## src/rtl/ifu_inst_buf_pkg.sv

```systemverilog
// Shared constants for the IFU instruction buffer.
// IFU_INST_BUF_BYPASS_EN (in ifu_inst_buf) selects the zero-latency empty-buffer bypass.
package ifu_inst_buf_pkg;

  localparam int IFU_INST_BUF_DEPTH = 4;
  localparam int INST_WIDTH         = 32;
  localparam int AXI_ADDR_WIDTH     = 32;
  localparam logic [1:0] AXI_RESP_OKAY = 2'b00;

  // One extra pointer bit distinguishes full from empty when the indices match.
  function automatic int ptr_width(input int depth);
    return $clog2(depth) + 1;
  endfunction

endpackage

```

## src/rtl/ifu_inst_buf_mem.sv

```systemverilog
// Entry storage for the instruction buffer: one write port, one combinational read port.
// Contents are never reset; occupancy tracking lives in ifu_inst_buf.
module ifu_inst_buf_mem #(
  parameter int DEPTH = 4,
  parameter int WIDTH = 65
) (
  input  logic                     clk,
  input  logic                     we,
  input  logic [$clog2(DEPTH)-1:0] waddr,
  input  logic [WIDTH-1:0]         wdata,
  input  logic [$clog2(DEPTH)-1:0] raddr,
  output logic [WIDTH-1:0]         rdata
);

  logic [WIDTH-1:0] mem_q [DEPTH];

  always_ff @(posedge clk) begin
    if (we) begin
      mem_q[waddr] <= wdata;
    end
  end

  assign rdata = mem_q[raddr];

endmodule

```

## src/rtl/ifu_inst_buf.sv

```systemverilog
// In-order IFU->IDU instruction buffer with flush; pointers carry a wrap bit.
// Define IFU_INST_BUF_BYPASS_EN to forward IFU beats straight to the IDU when empty.
module ifu_inst_buf
  import ifu_inst_buf_pkg::*;
#(
  parameter int DEPTH      = IFU_INST_BUF_DEPTH,
  parameter int ADDR_WIDTH = AXI_ADDR_WIDTH,
  parameter int INST_WIDTH = ifu_inst_buf_pkg::INST_WIDTH
) (
  input  logic                       clk,
  input  logic                       rst_n,
  input  logic                       enable,
  input  logic                       flush,
  input  logic                       ifu_inst_valid,
  output logic                       ifu_inst_ready,
  input  logic [ADDR_WIDTH-1:0]      ifu_inst_pc,
  input  logic [INST_WIDTH-1:0]      ifu_inst_data,
  input  logic                       ifu_inst_err,
  output logic                       idu_inst_valid,
  input  logic                       idu_inst_ready,
  output logic [ADDR_WIDTH-1:0]      idu_inst_pc,
  output logic [INST_WIDTH-1:0]      idu_inst_data,
  output logic                       idu_inst_err,
  output logic [$clog2(DEPTH):0]     buf_count
);

  localparam int IW = $clog2(DEPTH);
  localparam int PW = ptr_width(DEPTH);
  localparam int EW = ADDR_WIDTH + INST_WIDTH + 1;

  logic [PW-1:0] wr_ptr_q, wr_ptr_d;
  logic [PW-1:0] rd_ptr_q, rd_ptr_d;
  logic          empty, full;
  logic          push, push_wr, pop_mem, mem_valid;
  logic [EW-1:0] rdata;
  logic [ADDR_WIDTH-1:0] head_pc;
  logic [INST_WIDTH-1:0] head_data;
  logic                  head_err;

  assign empty = (wr_ptr_q == rd_ptr_q);
  assign full  = (wr_ptr_q[IW-1:0] == rd_ptr_q[IW-1:0]) && (wr_ptr_q[IW] != rd_ptr_q[IW]);

  // rst_n gating keeps ready low while held in reset, when the pointers alone look "not full".
  assign ifu_inst_ready = rst_n & enable & ~full & ~flush;
  assign push           = ifu_inst_valid & ifu_inst_ready;
  assign mem_valid      = enable & ~empty & ~flush;

  ifu_inst_buf_mem #(
    .DEPTH (DEPTH),
    .WIDTH (EW)
  ) u_mem (
    .clk   (clk),
    .we    (push_wr),
    .waddr (wr_ptr_q[IW-1:0]),
    .wdata ({ifu_inst_pc, ifu_inst_data, ifu_inst_err}),
    .raddr (rd_ptr_q[IW-1:0]),
    .rdata (rdata)
  );

  assign {head_pc, head_data, head_err} = rdata;

`ifdef IFU_INST_BUF_BYPASS_EN
  logic byp;

  assign byp            = rst_n & empty & ifu_inst_valid & enable & ~flush;
  assign idu_inst_valid = mem_valid | byp;
  assign idu_inst_pc    = !rst_n ? '0 : (byp ? ifu_inst_pc   : head_pc);
  assign idu_inst_data  = !rst_n ? '0 : (byp ? ifu_inst_data : head_data);
  assign idu_inst_err   = rst_n & (byp ? ifu_inst_err : head_err);
  // A bypassed beat taken by decode this cycle never occupies a slot.
  assign push_wr        = push & ~(byp & idu_inst_ready);
  assign pop_mem        = mem_valid & idu_inst_ready;
`else
  assign idu_inst_valid = mem_valid;
  assign idu_inst_pc    = rst_n ? head_pc   : '0;
  assign idu_inst_data  = rst_n ? head_data : '0;
  assign idu_inst_err   = rst_n & head_err;
  assign push_wr        = push;
  assign pop_mem        = idu_inst_valid & idu_inst_ready;
`endif

  // Flush zeroes both pointers; push/pop are already suppressed during flush.
  assign wr_ptr_d = flush ? '0 : wr_ptr_q + PW'(push_wr);
  assign rd_ptr_d = flush ? '0 : rd_ptr_q + PW'(pop_mem);

  always_ff @(posedge clk or negedge rst_n) begin
    if (!rst_n) begin
      wr_ptr_q <= '0;
      rd_ptr_q <= '0;
    end else begin
      wr_ptr_q <= wr_ptr_d;
      rd_ptr_q <= rd_ptr_d;
    end
  end

  assign buf_count = wr_ptr_q - rd_ptr_q;

endmodule

```

## config.mk

```make
export PLATFORM = sky130hd
export DESIGN_NAME = ifu_inst_buf
export DESIGN_NICKNAME = d
export VERILOG_FILES = /design/src/rtl/ifu_inst_buf_pkg.sv /design/src/rtl/ifu_inst_buf_mem.sv /design/src/rtl/ifu_inst_buf.sv
export SDC_FILE = /design/constraint.sdc
export NUM_CORES = 1
export LEC_CHECK = 0
export ABC_AREA = 1
export CAP_MARGIN = 20
export CORE_UTILIZATION = 45
export CTS_BUF_LIST = sky130_fd_sc_hd__clkbuf_4 sky130_fd_sc_hd__clkbuf_8 sky130_fd_sc_hd__clkbuf_16
export CTS_CLUSTER_DIAMETER = 150
export CTS_CLUSTER_SIZE = 25
export DETAILED_ROUTE_END_ITERATION = 8
export PLACE_DENSITY = 0.67
export SKIP_CTS_REPAIR_TIMING = 1
export SYNTH_ARGS = -nofsm -noshare
export SYNTH_HDL_FRONTEND = slang
export SYNTH_SLANG_ARGS = --single-unit
```

## constraint.sdc

```tcl
create_clock -name clk -period 5.28 [get_ports clk]
set_input_delay 1.584 -clock clk [delete_from_list [all_inputs] [get_ports clk]]
set_output_delay 1.584 -clock clk [all_outputs]
set_load 0.005 [all_outputs]
```

# After elaboration in Yosys (flattened, before gate mapping)
# Memories as Yosys holds them, arrays and structs flattened.
# Index checks and enable logic that the tools add are counted.
word_totals:
  mem_count: 1
  out_inout_bits: 70
  ramBits: 260
  register_bits: 6
mem_list:
  columns: ["memory", "depth", "word_bits", "read_ports", "rd_clocked_by_memory_dff", "wr", "line", "source"]
  rows:
  - ["u_mem.mem_q", 4, 65, 1, 0, 1, "ifu_inst_buf_mem.sv:15", "logic [WIDTH-1:0] mem_q [DEPTH];"]
classes:
  bitwise: 11
  n_eq_ne: 3
  add_sub_neg: 3
  n_reduce_logical: 1
  mux: 6
op_table:
  columns: ["op", "n"]
  rows:
  - ["$mux W32", 2]
  - ["$and A1 B1 Y1", 8]
  - ["$add A3 B1 Y3", 2]
  - ["$mux W3", 2]
  - ["$eq A3 B3 Y1", 1]
  - ["$not A1 Y1", 3]
  - ["$sub A3 B3 Y3", 1]
  - ["$eq A2 B2 Y1", 1]
  - ["$mux W1", 2]
  - ["$logic_and A1 B1 Y1", 1]
  - ["$ne A1 B1 Y1", 1]

# Depth between registers and ports, before layout
depth:
  ltp_word: 8
  ltp_mapped: 12

# Cells and area by module
# From an unflattened synthesis, not the netlist that was laid out.
hier_totals:
  hier_cells: 1218
  area_unflattened_um2: 11945.2
modules_own_cells:
  columns: ["mod", "n_inst", "cells_per_inst", "area_per_inst_um2", "seq_area_each_um2"]
  rows:
  - ["ifu_inst_buf_mem", 1, 1027, 10976.8, 7807.5]
  - ["ifu_inst_buf", 1, 191, 968.4, 150.1]

# Worst setup path after synthesis
# Ideal clock, no wire load.
synth_timing:
  path_type: "input-to-reg"
  start: "input flush"
  end: "memory u_mem.mem_q[0][0] (enable)"
  stages: 5
  path_slack_ns: 0.082
  arrival_time_ns: 4.709
  setup_time_ns: 0.489
  path_cell_list: "inv_1 nand2_1 nor2_1 nand3_1 nor2_1"
synth_via:
  elab_chain_len: 5
synth_rtl:
  columns: ["item", "line", "source"]
  rows:
  - ["start: declaration", "ifu_inst_buf.sv:13", "input logic flush,"]
  - ["$not A1 Y1", "ifu_inst_buf.sv:44", "assign ifu_inst_ready = rst_n & enable & ~full & ~flush;"]
  - ["$and A1 B1 Y1", "ifu_inst_buf.sv:44", null]
  - ["$and A1 B1 Y1", "ifu_inst_buf.sv:45", "assign push = ifu_inst_valid & ifu_inst_ready;"]
  - ["$mux W1", "ifu_inst_buf_mem.sv:18", "if (we) begin"]
  - ["$mux W1 (not written as such)", "ifu_inst_buf_mem.sv:19", "mem_q[waddr] <= wdata;"]
  - ["end: declaration", "ifu_inst_buf_mem.sv:15", null]
# No other way between the ends.

# Worst setup path in the final report
layout_timing:
  start: "input rst_n"
  end: "output idu_inst_data[22]"
layout_via:
  elab_chain_len: 1
layout_rtl:
  columns: ["item", "line", "source"]
  rows:
  - ["start: declaration", "ifu_inst_buf.sv:11", "input logic rst_n,"]
  - ["$mux W32", "ifu_inst_buf.sv:76", "assign idu_inst_data = rst_n ? head_data : '0;"]
  - ["end: declaration", "ifu_inst_buf.sv:22", "output logic [INST_WIDTH-1:0] idu_inst_data,"]
# No other way between the ends.

==> results_dict.tcl <==
set metrics [dict create \
    status "complete, no violations" \
    post-route-min-period_ns 5.090 \
    htree_levels 1 \
    dp_hpwl_um 13460 \
    hold_viol 0 \
    power_density_nw_per_um2 274.7 \
    final_common_cell "nand2_1" \
    postSynthNetCount 1099 \
    yosysUniqueCellTypes 20 \
    crit_path_max_incr_delay_ns 0.49 \
    yosysWarnings 0 \
    core_area_um2 24320 \
    cts-root-buf "clkbuf_16" \
    drive_above_1_share 0.03839 \
    antenna_found_initial 0 \
    path_max_fanout 29 \
    hold_class "reg -> reg" \
    syn_area_um2 11170 \
    grt_util_met3 0.02631 \
    routed-via-count 7065 \
    area_growth_pct 18.52 \
    nFillCells 2010 \
    clk-insertion-delay-late_ns 0.47 \
    grt_max_degree 78 \
    power.total_w 0.003636 \
    insertedDiodeCount 0 \
    cp-start-kind "input pin" \
    regArea_um2 7963 \
    ys_seq_elements 266 \
    ys.flop_type "edfxtp_1" \
    ios 141 \
    slew_viol_final 0 \
    crit_arrival_ns 3.51 \
    use_met1 0.2401 \
    dieHeight_um 159.5 \
    criticalPathCategory "in -> out" \
    dieArea_um2 25450 \
    use_met2 0.3150 \
    worst-path-buf-inv 4 \
    yosysSeqAreaShare 0.7124 \
    cts_tree "done" \
    crit_path_end_kind "primary output" \
    synth-async-reset-ratio 0.02256 \
    clock_sinks 266 \
    portBuffers 140 \
    mostFrequentLayoutCells "401 x nand2_1, 260 x edfxtp_1, 144 x inv_1, 140 x clkdlybuf4s50_1" \
    crit_family "buffers and inverters" \
    die_w_um 159.5 \
    wl_um 22980 \
    clock_path_buffers 3 \
    antenna_left 0 \
    leakage_nw 5.302 \
    slew_headroom 0.4256 \
    rows 57 \
    crit_path_cell_trace "clkdlybuf4s50_1 > inv_2 > buf_4 > a21oi_1 > clkdlybuf4s50_1" \
    grtUsageTotal 0.1815 \
    syn_area_per_cell_um2 10.94 \
    tightest_slew_ns 0.8616 \
    via_per_inst 4.806 \
    fin_skew_ns 0.009080 \
    rsz0062_at_grt "false" \
    clk_pin_slew_worst_paths_ns 0.08 \
    critPathRequiredTime_ns 3.70 \
    busiest_layer "met2" \
    multi_input_area_um2 2372 \
    cap_violations 0 \
    cpMostUsedCell "clkdlybuf4s50_1" \
    timing.fmax_mhz 196.5 \
    start_util 0.4593 \
    crit_path_start "rst_n" \
    worstHoldStart "rd_ptr_q[2]" \
    period_share 0.9640 \
    wl_per_cell_um 15.63 \
    fin_nets 1224 \
    grt_first_pass_wirelength_um 36340 \
    place.gp.congestion 0.7388 \
    grt_overflow 0 \
    r2r_start "rd_ptr_q[1]" \
    syn_inst 1021 \
    drc 0 \
    slowest_stage "inv_2" \
    cts_buffers 14 \
    drt_iter0_markers 515 \
    dr.pass1.iters 5 \
    fin_tns_setup_ns 0 \
    synth-edff-count 260 \
    finalSetupViolCount 0 \
    grt_pass1_vias 6922 \
    peakVddDrop_v 0.0002283 \
]
[per-stage QoR]
stage                     hold WS [ns]  instances    util  setup WS [ns]  instance area [um^2]
after floorplan                 0.4755       1021       -        0.08214                 11170
after global placement          0.4973       1454  0.5284         0.1886                 12850
after detailed placement        0.5116       1454  0.5284         0.1680                 12850
after CTS                       0.5265       1470  0.5443         0.1658                 13240
after global routing            0.5657       1470  0.5443        0.05766                 13240
final                           0.5257       1470  0.5443         0.1900                 13240
[registers in the layout (all words and copies together) (netlist names)]
register     count
wr_ptr_q         3
u_mem.mem_q    260
rd_ptr_q         3
[where the power goes]
group / total, W / internal [W] / switching [W]
clock network: 0.00113 / 0.000515 / 0.000613
registers: 0.00233 / 0.00233 / 0.00000290
logic: 0.000180 / 0.0000966 / 0.0000834
total: 0.00364 / 0.00294 / 0.000700
[cells in the mapped netlist (5+ instances only)]
cell        n  area share
a21oi_1    67       0.030
ha_1        6      0.0067
buf_6      11       0.011
nand3_1    67       0.030
nand2_1   401        0.13
dfrtp_1     6       0.013
clkbuf_1    8      0.0027
nor2_1     11      0.0037
inv_1     146       0.049
edfxtp_1  260        0.70
buf_2      24       0.011
buf_1       5      0.0017
[path summary, 6_finish.rpt]
| kind | to | slack (ns) | depth (start not counted) |
|---|---|---|---|
| min reg2reg | rd_ptr_q[2] | 0.53 | 1 |
| min | rd_ptr_q[2] | 0.53 | 1 |
| min in group asynchronous | rd_ptr_q[1] | 1.43 | 2 |
| max in group asynchronous | rd_ptr_q[0] | 3.72 | 2 |
| max reg2reg | u_mem.mem_q[2][3] | 1.96 | 8 |
| max | idu_inst_data[22] | 0.19 | 5 |
[cell families (layout without fill, tap and decap cells)]
family | Yosys count | after routing | synth area share
fa+ha+maj | 7 | 7 | 0.008513
xor+xnor | 1 | 1 | 0.0007843
buf+inv | 197 | 322 | 0.07786
flops | 266 | 266 | 0.7124
simple gates | 481 | 481 | 0.1695
compound gates | 69 | 69 | 0.03092
[routing by layer]
layer | share of wire | up-vias
met5 | 0 | -
met4 | 0.014 | 0
met3 | 0.059 | 33
met2 | 0.50 | 203
met1 | 0.43 | 3296
li1 | - | 3533
[final cells by class]
| type | instances | share of cell area |
|---|---|---|
| inverter | 147 | 0.04187 |
| clock inverter | 1 | 0.0008507 |
| timing repair buffer | 159 | 0.1176 |
| clock buffer | 15 | 0.02836 |
| multi-input combinational | 558 | 0.1792 |
| tap | 324 | 0.03062 |
| sequential | 266 | 0.6015 |
No activity file was read; power rests on OpenSTA's default activity.
